`src/rtl/disp_scan6.sv`:
```
// -----------------------------------------------------------------------------
// disp_scan6 -- six-digit time-multiplexed 7-segment scanner for ALU operands.
//
// One shared segment bus replaces six dedicated decoders. A prescaler divides
// clk so that each digit slot is held for DIV cycles. Once per full scan
// (on the idx 5 -> 0 step) the operands a, b and s are copied into a snapshot.
// All displayed digits are taken from that snapshot, so one frame never mixes
// two operand sets.
//
// Parameters
//   DIV      : clk cycles per digit slot (>= 2)
//   BLANK_LZ : 1 = blank a tens digit of 0, 0 = show it as "0"
//
// Ports
//   clk   : system clock, all state on rising edge
//   rst   : asynchronous, active-high reset
//   a, b  : ALU operands, unsigned 0..15
//   s     : ALU result, unsigned 0..15
//   seg   : shared segment bus, gfedcba, active-low, registered
//   an    : digit enables, active-low, one-cold, registered
//   frame : one-cycle pulse in the cycle after an operand snapshot
//
// Digit map: idx0 = s units, idx1 = s tens, idx2 = b units, idx3 = b tens,
//            idx4 = a units, idx5 = a tens.
// -----------------------------------------------------------------------------
module disp_scan6 #(
  parameter int DIV      = 50000,
  parameter bit BLANK_LZ = 1'b1
) (
  input  logic       clk,
  input  logic       rst,
  input  logic [3:0] a,
  input  logic [3:0] b,
  input  logic [3:0] s,
  output logic [6:0] seg,
  output logic [5:0] an,
  output logic       frame
);

  localparam int CNT_W = (DIV > 2) ? $clog2(DIV) : 1;

  // Scan position constants. Reset parks idx on the last slot so that the
  // first tick after release wraps to slot 0 and takes the first snapshot.
  localparam logic [2:0] IDX_FIRST = 3'd0;
  localparam logic [2:0] IDX_LAST  = 3'd5;

  localparam logic [6:0] SEG_BLANK = 7'h7F;
  localparam logic [6:0] SEG_ZERO  = 7'h40;

  logic [CNT_W-1:0] cnt;
  logic [2:0]       idx;
  logic [3:0]       snap_a;
  logic [3:0]       snap_b;
  logic [3:0]       snap_s;

  logic       tick;
  logic       wrap;
  logic [2:0] idx_nxt;
  logic [3:0] src_a;
  logic [3:0] src_b;
  logic [3:0] src_s;
  logic [3:0] val;
  logic       is_tens;
  logic [3:0] digit;
  logic [6:0] seg_nxt;
  logic [5:0] an_nxt;

  function automatic logic [6:0] seg_code(input logic [3:0] d);
    logic [6:0] code;
    case (d)
      4'd0:    code = 7'h40;
      4'd1:    code = 7'h79;
      4'd2:    code = 7'h24;
      4'd3:    code = 7'h30;
      4'd4:    code = 7'h19;
      4'd5:    code = 7'h12;
      4'd6:    code = 7'h02;
      4'd7:    code = 7'h78;
      4'd8:    code = 7'h00;
      4'd9:    code = 7'h10;
      default: code = SEG_BLANK;
    endcase
    return code;
  endfunction

  assign tick = (cnt == CNT_W'(DIV - 1));
  assign wrap = tick && (idx == IDX_LAST);

  // On the wrap tick the registers being loaded this edge are the live inputs,
  // so slot 0 of the new frame must already see the new snapshot.
  assign src_a = wrap ? a : snap_a;
  assign src_b = wrap ? b : snap_b;
  assign src_s = wrap ? s : snap_s;

  always_comb begin
    idx_nxt = (idx == IDX_LAST) ? IDX_FIRST : idx + 3'd1;

    val     = src_s;
    is_tens = 1'b0;
    case (idx_nxt)
      3'd0:    begin val = src_s; is_tens = 1'b0; end
      3'd1:    begin val = src_s; is_tens = 1'b1; end
      3'd2:    begin val = src_b; is_tens = 1'b0; end
      3'd3:    begin val = src_b; is_tens = 1'b1; end
      3'd4:    begin val = src_a; is_tens = 1'b0; end
      3'd5:    begin val = src_a; is_tens = 1'b1; end
      default: begin val = src_s; is_tens = 1'b0; end
    endcase

    // Operands never exceed 15, so the tens digit is only ever 0 or 1.
    if (is_tens) begin
      digit = (val >= 4'd10) ? 4'd1 : 4'd0;
    end else begin
      digit = (val >= 4'd10) ? (val - 4'd10) : val;
    end

    if (is_tens && (digit == 4'd0)) begin
      seg_nxt = BLANK_LZ ? SEG_BLANK : SEG_ZERO;
    end else begin
      seg_nxt = seg_code(digit);
    end

    an_nxt = ~(6'b000001 << idx_nxt);
  end

  always_ff @(posedge clk or posedge rst) begin
    if (rst) begin
      cnt    <= '0;
      idx    <= IDX_LAST;
      snap_a <= 4'd0;
      snap_b <= 4'd0;
      snap_s <= 4'd0;
      seg    <= SEG_BLANK;
      an     <= 6'b111111;
      frame  <= 1'b0;
    end else begin
      frame <= wrap;
      cnt   <= tick ? '0 : cnt + CNT_W'(1);
      if (tick) begin
        idx <= idx_nxt;
        seg <= seg_nxt;
        an  <= an_nxt;
      end
      if (wrap) begin
        snap_a <= a;
        snap_b <= b;
        snap_s <= s;
      end
    end
  end

endmodule

```
`config.mk`:
```
export PLATFORM = sky130hd
export DESIGN_NAME = disp_scan6
export DESIGN_NICKNAME = d
export VERILOG_FILES = /design/src/rtl/disp_scan6.sv
export SDC_FILE = /design/constraint.sdc
export NUM_CORES = 1
export LEC_CHECK = 0
export CAP_MARGIN = 30
export CORE_AREA = 5 5 75 77
export DETAILED_ROUTE_END_ITERATION = 12
export DIE_AREA = 0 0 80 82
export PLACE_DENSITY_LB_ADDON = 0.05
export REMOVE_ABC_BUFFERS = 1
export SETUP_SLACK_MARGIN = 0.4
export SLEW_MARGIN = 20
export SYNTH_ARGS = -nofsm -noshare
export SYNTH_HDL_FRONTEND = slang
export SYNTH_SLANG_ARGS = --single-unit
export TNS_END_PERCENT = 30
```
`constraint.sdc`:
```
create_clock -name clk -period 4.77 [get_ports clk]
set_clock_uncertainty 0.15 [all_clocks]
set_input_delay 0.954 -clock clk [delete_from_list [all_inputs] [get_ports clk]]
set_output_delay 0.954 -clock clk [all_outputs]
set_load 0.03 [all_outputs]
```
==> flow_summary_export.csv, run 1 <==
group,metric,value,unit
clocking,clk_pin_slew,0.08,ns
clocking,cts_buffers,5,
timing,hold_viol,0,
placement,dp_hpwl,3900,um
worst_setup_path,critPathKind,"flip-flop to flip-flop",
drt,drtPass1Iterations,4,
drt,routed-via-count,2013,
die,io_pins,28,
placement,gp_congestion,0.861,
timing,tightest_slew,0.720,ns
drt,postRouteAntennaNets,0,
clocking,post_cts_resized,0,
worst_setup_path,r2r_setup_slack,0.83,ns
yosys,synth_edf_count,0,
power,power_leakage,0.00121,uW
clocking,post_cts_buffers,0,
power,peakVddDrop,0.000158,V
timing,setup-tns-final,0,ns
outcome,outcome,"finished clean",
timing,max-slew-margin-rel,52.0,%
min_path,min_delay_path_depth,1,
min_path,worst_hold_path.endpoint,"cnt[0]",
yosys,syn_area,2590,sq um
yosys,ys_ff_latch,45,
die,row_count,26,
drt,routed_via_density,5.65,
timing,drv_slew,0,
clocking,clock_path_buffers,2,
worst_setup_path,timing.rr.end,"seg[6]",
final_layout,syn_to_final_growth,15.5,%
yosys,ys_seq_area_share,44.1,%
yosys,yosys.area.top_type,"dfrtp_1",
clocking,clock-root-buffer,"clkbuf_8",
job,maxCapViolCount,0,
global_routing,grt_pass1_wl,9540,um
timing,rsz0062_at_grt,"false",
global_routing,grt_start_max_net_pins,46,
yosys,synth_cell_type_count,59,
yosys,synth_most_common_cell,"dfrtp_1",
drt,drtIter0Drc,87,
die,core,4940,sq um
final_layout,nets,308,
worst_setup_path,worstPathArrival,4.00,ns
clocking,insertion_delay,0.30,ns
placement,io_buffers,27,
global_routing,grtUsageTotal,18.7,%
final_layout,fillers,447,
clocking,clock_sinks,45,
global_routing,grt_pass1_vias,1974,
yosys,synth_ff_type,"dfrtp_1",
yosys,synthTopCellsByCount,"30 x dfrtp_1, 26 x nor2_1, 24 x nand2_1, 20 x nand3_1, 15 x dfstp_2",
worst_setup_path,startpoint_type,"flip-flop",
power,power_density,212,nW/um^2
timing,layout_min_cycle_time,3.94,ns
yosys,yosys_warnings,0,
die,initial_utilization,52.5,%
final_layout,final_core_util,60.6,%
drt,totalWireLength,5470,um
worst_setup_path,timing.rr.start,"idx[0]",
clocking,hold_buffers,0,
die,die_area,6560,sq um
timing,finalHoldWorstSlack,0.306,ns
global_routing,antenna_found_initial,0,
yosys,syn_inst,263,
timing,fmax,254,MHz
timing,period_share,82.7,%
worst_setup_path,crit_path_max_fanout,11,
worst_setup_path,reg2reg_depth,12,
yosys,syn_area_per_cell,9.86,sq um
yosys,async_flop_share,100,%
min_path,hold_path_class,"flip-flop to flip-flop",
timing,finalSetupViolations,0,
die,fp.dieW,80,um
yosys,netlist.area_leader.share,28.9,%
final_layout,drive_gt1_share,14.0,%
min_path,worstHoldStart,"cnt[0]",
drt,wl_per_cell,15.4,um
drt,drc,0,
clocking,cts_tree,"done",
worst_setup_path,cp-end-kind,"flip-flop",
worst_setup_path,crit_required,4.83,ns
die,die_h,82,um
global_routing,overflow,0,
yosys,synth.area.top_cells,"dfrtp_1 29%, dfstp_2 15%, ha_1 4.3%",
final_layout,antennaDiodeCount,0,
clocking,htreeDepth,2,
[where the power goes]
part           leakage (uW)  switching [uW]  internal (uW)
combinational      0.000650            10.5           11.8
clock             0.0000385             127            104
sequential         0.000523               0            382
[per-stage QoR]
stage                     worst slack, ns  total power, uW  std cells  instance area, sq um
after floorplan                     0.985              395        249                  2520
after global placement              0.785              409        347                  2880
after detailed placement            0.675              409        347                  2880
after CTS                           0.634              640        355                  2970
after global routing                0.473              662        356                  3000
final                               0.825              634        356                  3000
[per-layer routing]
metal,global-route usage (%),routed length [um],up-vias
met5,0,0,-
met1,25.8,2590,970
li1,-,-,995
met4,5.41,89,0
met3,3.84,252,9
met2,29.8,2540,39
[critical path, stage by stage (launching register included)]
cell	delay (ns)
dfstp_2	0.64
inv_1	0.14
a21oi_1	0.26
inv_1	0.07
ha_1	0.25
and3_1	0.19
a2111oi_2	0.40
o211ai_1	0.21
nand2_1	0.17
ha_1	0.27
a221oi_2	0.65
mux2i_1	0.16
a211oi_1	0.26
[cell type report]
| type | instances | area, sq um | area share, % |
|---|---|---|---|
| Clock buffer | 7 | 76.3 | 2.55 |
| Clock inverter | 1 | 7.51 | 0.251 |
| Inverter | 11 | 41.3 | 1.38 |
| Multi-Input combinational cell | 193 | 1330 | 44.5 |
| Sequential cell | 45 | 1140 | 38.2 |
| Tap cell | 70 | 87.6 | 2.92 |
| Timing Repair Buffer | 29 | 305 | 10.2 |
[cells in the final DEF (no fill, tap or decap), types with 2 or more instances in the layout]
cell type	synthesis	layout
clkbuf_8	0	5
nand3_1	20	20
nand3b_1	3	3
o21ai_0	12	12
a21oi_1	10	10
clkbuf_1	6	2
nor2_1	26	26
clkdlybuf4s50_1	0	27
and2_1	3	3
nand2_1	24	24
nor4b_1	2	2
inv_1	11	10
mux2_2	6	6
nor4_1	3	3
xor2_1	8	8
and3_1	8	8
xnor2_1	6	6
nor4b_4	2	2
ha_1	9	9
or3_1	2	2
dfstp_2	15	15
mux2i_1	6	6
a31oi_1	7	7
a221oi_1	2	2
dfrtp_1	30	30
a211oi_1	3	3
[kinds of logic (layout without fill, tap and decap cells)]
family                     Yosys count  in the layout  synth area share [%]
muxes                               12             12                  4.92
adders and majority gates            9              9                  4.34
DFF                                 45             45                  44.1
buffers and inverters               25             48                  4.49
xor gates and xnor gates            14             14                  4.73
AOI/OAI and AO/OA                   54             54                  14.8
and+or+nand+nor                    104            104                  22.6
[registers in the layout, indices dropped and copies added, names as in the netlist]
register / count
an: 6
cnt: 16
frame: 1
idx: 3
seg: 7
snap_a: 4
snap_b: 4
snap_s: 4
[worst max path at each step]
stage / from / endpoint / slack [ns] / depth (start not counted)
after floorplan: cnt[4] / seg[6] / 0.99 / 9
after global placement: cnt[0] / seg[6] / 0.78 / 10
final: idx[0] / seg[6] / 0.83 / 12
after CTS: cnt[0] / seg[6] / 0.63 / 11
after global routing: idx[0] / seg[6] / 0.47 / 12
after detailed placement: cnt[0] / seg[4] / 0.67 / 11
(Power assumes the default switching activity.)
==> run 2: changes to the inputs <==
--- a/config.mk
+++ b/config.mk
@@ -6,9 +6,9 @@
 export NUM_CORES = 1
 export LEC_CHECK = 0
 export CAP_MARGIN = 30
-export CORE_AREA = 5 5 75 77
+export CORE_AREA = 5 5 78 80
 export DETAILED_ROUTE_END_ITERATION = 12
-export DIE_AREA = 0 0 80 82
+export DIE_AREA = 0 0 83 85
 export PLACE_DENSITY_LB_ADDON = 0.05
 export REMOVE_ABC_BUFFERS = 1
 export SETUP_SLACK_MARGIN = 0.4
==> constraint.sdc (replaced) <==
create_clock -name clk -period 3.6 [get_ports clk]
set_clock_uncertainty 0.15 [all_clocks]
set_input_delay 0.72 -clock clk [delete_from_list [all_inputs] [get_ports clk]]
set_output_delay 0.72 -clock clk [all_outputs]
set_load 0.03 [all_outputs]
==> run 2 against run 1 <==
Compared with the run above: final area increased by 14%; critical path type unchanged; hold slack improved by 0.011 ns; via count increased by 7.0%; first-iteration DRC count decreased by 5.7%; non-clock buffer count increased by 37; core utilization increased by 3.3 points; sequential share of layout area decreased by 4.7 points; cell count increased by 11%; power increased by 32%; critical path depth unchanged.
==> flow_summary_export.csv, run 2 (same netlist as run 1, synthesis figures left out) <==
group,metric,value,unit
outcome,outcome,"finished clean",
final_layout,design_area,3410,sq um
min_path,min_delay_path_depth,1,
global_routing,overflow,0,
final_layout,largest_register_ffs,16,
placement,io_buffers,27,
timing,rsz0062_at_grt,"true",
worst_setup_path,critPathKind,"flip-flop to flip-flop",
worst_setup_path,cp-end-kind,"flip-flop",
final_layout,nets,345,
die,initial_utilization,48.6,%
drt,totalWireLength,6230,um
clocking,hold_buffers,0,
worst_setup_path,critPathMaxStageDelay,0.57,ns
global_routing,grt_pass1_vias,2140,
drt,drtPass1Iterations,4,
timing,hold_viol,0,
timing,drv_slew,0,
worst_setup_path,crit_family,"compound AO/OA/AOI/OAI gates",
clocking,clk_pin_slew,0.08,ns
clocking,cts_buffers,5,
power,peakVddDrop,0.000124,V
final_layout,largest-register,"cnt",
final_layout,top_regs,"cnt: 16 flops, seg: 7 flops, an: 6 flops",
power,power_density,245,nW/um^2
drt,drtIter0Drc,82,
job,maxCapViolCount,0,
global_routing,grtUsageTotal,17.8,%
min_path,worstHoldStart,"cnt[0]",
timing,layout_min_cycle_time,3.37,ns
clocking,insertion_delay,0.29,ns
power,power_leakage,0.00140,uW
worst_setup_path,crit_path_max_fanout,9,
clocking,cts_tree,"done",
final_layout,drive_gt1_share,30.0,%
final_layout,seq_area,1140,sq um
worst_setup_path,cp.depth,12,
placement,placed_area,3000,sq um
drt,wl_per_cell,15.8,um
timing,setup-tns-final,0,ns
worst_setup_path,slowest_stage,"dfstp_2",
die,row_count,27,
drt,drc,0,
timing,finalSetupViolations,0,
worst_setup_path,crit_required,3.66,ns
timing,tightest_slew,0.476,ns
global_routing,grt_pass1_wl,10300,um
global_routing,grt_start_max_net_pins,27,
timing,fmax,297,MHz
die,die_area,7060,sq um
final_layout,multiInputGateArea,1490,sq um
placement,dp_hpwl,4220,um
global_routing,antenna_found_initial,0,
final_layout,syn_to_final_growth,31.5,%
worst_setup_path,reg2reg_depth,12,
final_layout,final_cell_mix,"35 x buf_4, 30 x dfrtp_1, 27 x clkdlybuf4s50_1",
clocking,clock_path_buffers,2,
worst_setup_path,crit_path_cell_trace,"buf_6 > mux2i_4 > ha_4 > a2111oi_4 > o211ai_1 > buf_4 > nand2_4 > ha_4 > a221oi_4 > buf_6 > mux2i_1 > a211oi_1",
drt,routed_via_density,5.45,
drt,routed-via-count,2154,
clocking,clock-root-buffer,"clkbuf_8",
worst_setup_path,timing.rr.end,"seg[6]",
final_layout,fillers,460,
worst_setup_path,r2r_setup_slack,0.23,ns
clocking,htreeDepth,2,
clocking,clock_sinks,45,
die,core,5340,sq um
timing,period_share,93.5,%
min_path,hold_path_class,"flip-flop to flip-flop",
timing,max-slew-margin-rel,68.2,%
worst_setup_path,timing.rr.start,"idx[0]",
final_layout,layout_commonest_cell,"buf_4",
final_layout,antennaDiodeCount,0,
min_path,worst_hold_path.endpoint,"cnt[0]",
worst_setup_path,startpoint_type,"flip-flop",
drt,postRouteAntennaNets,0,
die,io_pins,28,
die,die_h,85,um
worst_setup_path,worstPathArrival,3.42,ns
die,fp.dieW,83,um
worst_setup_path,crit_buf_inv,3,
placement,gp_congestion,0.879,
-- run 2: cell count changes in the layout (fill, tap and decap cells not counted), sizes merged --
| cell | before | now |
|---|---|---|
| buf | 2 | 38 |
| clkbuf | 7 | 8 |
| inv | 11 | 10 |
| clkinv | 0 | 2 |
| clkinvlp | 1 | 0 |
-- run 2: layout make-up --
class                      instances  area share [%]
multi-input combinational        193            43.6
inverter                          11            1.28
timing repair buffer              66            16.6
clock inverter                     1           0.147
tap                               72            2.64
clock buffer                       7            2.24
sequential                        45            33.6
-- run 2: worst max-delay path by stage --
stage               endpoint  startpoint  slack, ns
CTS                   seg[2]      idx[2]       0.34
global route          seg[6]      idx[0]       0.11
floorplan             seg[6]      cnt[4]      -0.18
global placement      seg[2]        a[1]       0.08
finish                seg[6]      idx[0]       0.23
detailed placement    seg[2]        a[1]      -0.05
-- run 2: worst reg2reg max path, cell delays in order, from the launching register on --
cell and delay [ns]:
dfstp_2 0.57, buf_6 0.15, mux2i_4 0.26, ha_4 0.26, a2111oi_4 0.35, o211ai_1 0.21, buf_4 0.20, nand2_4 0.08
ha_4 0.22, a221oi_4 0.32, buf_6 0.19, mux2i_1 0.08, a211oi_1 0.24
-- run 2: where the power goes --
part,internal (uW),switching (uW),leakage (uW)
clock,136,166,0.0000422
sequential,506,0,0.000523
combinational,14.1,14.1,0.000838
total,656,180,0.00140
-- run 2: metal layers --
| layer | vias to the layer above | wire length, um | track usage (%) |
|---|---|---|---|
| li1 | 1066 | - | - |
| met4 | 0 | 111 | 5.20 |
| met2 | 40 | 3070 | 31.0 |
| met3 | 11 | 203 | 3.88 |
| met5 | - | 0 | 0 |
| met1 | 1037 | 2840 | 22.2 |
-- run 2: repair_timing --
item,in CTS,in global routing
buffers inserted,16,6
setup endpoints to repair,7,7
pin swaps,20,11
gates cloned,1,0
resized for setup,26,12
-- run 2: per-stage QoR --
step | instances | setup slack, ns | hold slack [ns] | util (%) | total power [uW]
after detailed placement | 364 | -0.0459 | 0.308 | 56.2 | 544
after floorplan | 249 | -0.185 | 0.275 | - | 523
after CTS | 389 | 0.337 | 0.319 | 62.4 | 851
final | 395 | 0.235 | 0.317 | 63.9 | 836
after global placement | 364 | 0.0839 | 0.304 | 56.2 | 544
after global routing | 395 | 0.107 | 0.351 | 63.9 | 876
==> run 3: changes to the inputs <==
--- a/config.mk
+++ b/config.mk
@@ -12,6 +12,7 @@
 export PLACE_DENSITY_LB_ADDON = 0.05
 export REMOVE_ABC_BUFFERS = 1
 export SETUP_SLACK_MARGIN = 0.4
+export SKIP_LAST_GASP = 1
 export SLEW_MARGIN = 20
 export SYNTH_ARGS = -nofsm -noshare
 export SYNTH_HDL_FRONTEND = slang
==> results of run 3 <==
The final DEF is identical to that of run 2; final timing and power are the same.
==> edit (flow settings as in run 2) <==
Set the parameter `DIV` to 200000 (it was 50000).
--- a/src/rtl/disp_scan6.sv
+++ b/src/rtl/disp_scan6.sv
@@ -24,7 +24,7 @@
 //            idx4 = a units, idx5 = a tens.
 // -----------------------------------------------------------------------------
 module disp_scan6 #(
-  parameter int DIV      = 50000,
+  parameter int DIV      = 200000,
   parameter bit BLANK_LZ = 1'b1
 ) (
   input  logic       clk,
Function: same outputs for any inputs over 10 cycles, from zero or initial values and one cycle with rst high; that may be too few to reach the edited logic, so the function may still have changed.
==> edit against run 2 <==
The run now ends with setup timing left. Total power up 22%. Sequential cell count increased by 2. Count of clock-buffer cells in the layout decreased by 1. Critical path depth increased by 3. Clock power increased by 51%. Global-route usage is 1.9 points higher. Setup slack lost 0.30 ns. Combinational power increased by 9.2%. Design area increased by 7.7%. Area after synthesis increased by 4.2%. Wire length grew 6.0%. Die area stayed put. Largest power group unchanged.
==> edit: results (changes against run 2) <==
stage;metric;value;unit;change
timing;final setup violation count;3;;+3
clock_network;buffer depth of the longest clock path;2;;unchanged
logic_synthesis;top cells by area, synth;dfrtp_1 (30%), dfstp_2 (15%), nand2_1 (6.8%);;
routing;number of DRC markers in iteration 0;74;;-9.8%
global_routing;largest net degree at the start of global routing;25;;-7.4%
logic_synthesis;Post-Synth Adder-Cell Area;4.16;%;-0.18 points
logic_synthesis;Seq/Total Area, Yosys;44.2;%;+0.054 points
global_routing;GRT Overall Usage;19.7;%;+1.9 points
finish;fin nets;392;;+14%
critical_path;delay of the slowest critical-path stage;0.58;ns;
routing;DR vias/cell;5.39;;-1.1%
pwr;Peak VDD IR;0.000169;V;+36%
global_routing;vias in the first global route;2464;;+15%
timing;Fin Setup TNS;-0.113;ns;-0.113 ns
clock_network;number of H-tree levels;2;;unchanged
logic_synthesis;Cell variety after synth;55;;-6.8%
pwr;Static Leak;1.69;nW;+21%
placement;post-DP HPWL;4930;µm;+17%
timing;Final WS setup;-0.0604;ns;-0.295 ns
hold_path;Hold Crit Depth;2;;+1
finish;share of layout cells above drive strength 1;30.5;%;+0.51 points
logic_synthesis;Post-synth top cells;nand2_1 (49), dfrtp_1 (32), nor2_1 (28);;
placement;routability congestion estimate;0.871;;-0.90%
critical_path;reg2reg path depth;15;;+3
run_status;status;finished with violations;;
routing;final WL;6600;µm;+6.0%
global_routing;first-pass GRT wire length;11500;µm;+12%
timing;Worst slew margin;63.9;%;-4.4 points
critical_path;crit start category;flop;;
hold_path;min-delay worst type;flop to flop;;
placement;# port buffers;27;;unchanged
logic_synthesis;Compound-Gate Fraction of Synth Area;18.7;%;+3.9 points
logic_synthesis;post-synthesis mux area share;1.99;%;-2.9 points
critical_path;Crit Path Max Fanout;6;;-3
clock_network;cts-stage hold buffer count;0;;unchanged
routing;DRT Pass-1 Iters;4;;unchanged
logic_synthesis;XOR/XNOR Fraction of Synth Area;4.53;%;-0.19 points
critical_path;CP max stage cell;or4b_4;;
logic_synthesis;Post-synth ARST share;100;%;unchanged
placement;pre-CTS setup slack;-0.166;ns;-0.120 ns
critical_path;CP arrival;3.73;ns;+0.31 ns
global_routing;initial antenna violation count;0;;unchanged
logic_synthesis;Most used DFF post-synth;dfrtp_1;;
clock_network;clk root buf;clkbuf_8;;
run;# Max-Cap Violations;0;;unchanged
pwr;Sw Share;19.2;%;-2.3 points
run_status;failing checks;setup timing;;
finish;Largest regs;cnt x18, seg x7, an x6;;
clock_network;Clock transition at path regs;0.09;ns;
[edit: worst max-delay path, delay by kind of cell (launching register included)]
family,cells,cell delay (ns)
simple gates,4,1.39
buf+inv,5,0.70
mux,2,0.49
flops,1,0.39
compound gates,3,0.29
fa+ha+maj,1,0.18
[edit: per-stage QoR]
stage | area [µm²] | instances
2_1_floorplan | 2650 | 276
3_3_place_gp | 3380 | 423
3_5_place_dp | 3400 | 424
4_1_cts | 3630 | 438
5_1_grt | 3670 | 442
6_report | 3670 | 442
[edit: kinds of logic after synthesis]
kind of cell	after synthesis
AO/OA/AOI/OAI	62
multiplexers	5
adder cells (fa/ha/maj)	9
XOR/XNOR	14
buffers and inverters	24
flip-flops	47
AND/OR/NAND/NOR	126
[edit: path summary, 6_finish.rpt]
| check | startpoint | slack, ns | end |
|---|---|---|---|
| max | cnt[14] | -0.06 | seg[0] |
| max reg2reg | cnt[14] | -0.06 | seg[0] |
| min | snap_a[0] | 0.32 | snap_a[0] |
| min reg2reg | snap_a[0] | 0.32 | snap_a[0] |
| min in group asynchronous | rst | 0.63 | cnt[6] |
| max in group asynchronous | rst | 2.07 | idx[2] |
[edit: cell type report]
type,instances,area (µm²)
clock buffer,6,72.6
clock inverter,2,60.1
fill,464,1660
inverter,13,48.8
multi-input combinational,216,1480
sequential,47,1190
tap,72,90.1
timing repair buffer,86,733
[edit: per-layer routing]
| metal | GRT usage [%] | wire length, µm | up-vias |
|---|---|---|---|
| li1 | - | - | 1170 |
| met1 | 24.2 | 2850 | 1169 |
| met2 | 36.7 | 3480 | 36 |
| met3 | 2.52 | 182 | 9 |
| met4 | 4.90 | 89 | 0 |
| met5 | 0 | 0 | - |
[edit: timing repair]
item                                    in CTS  in global routing
hold endpoints to repair                     0                  0
buffers inserted                             6                  4
resized for setup                           13                  8
pin swaps                                    8                  9
endpoints found under the setup margin       7                  7
[edit: power by group through the flow]
stage	Sequential, mW	Combinational [mW]	Clock, mW
6_report	0.528	0.0308	0.457
3_5_place_dp	0.538	0.0314	0
3_3_place_gp	0.538	0.0283	0
2_1_floorplan	0.538	0.00807	0
5_1_grt	0.529	0.0342	0.489
4_1_cts	0.528	0.0318	0.473
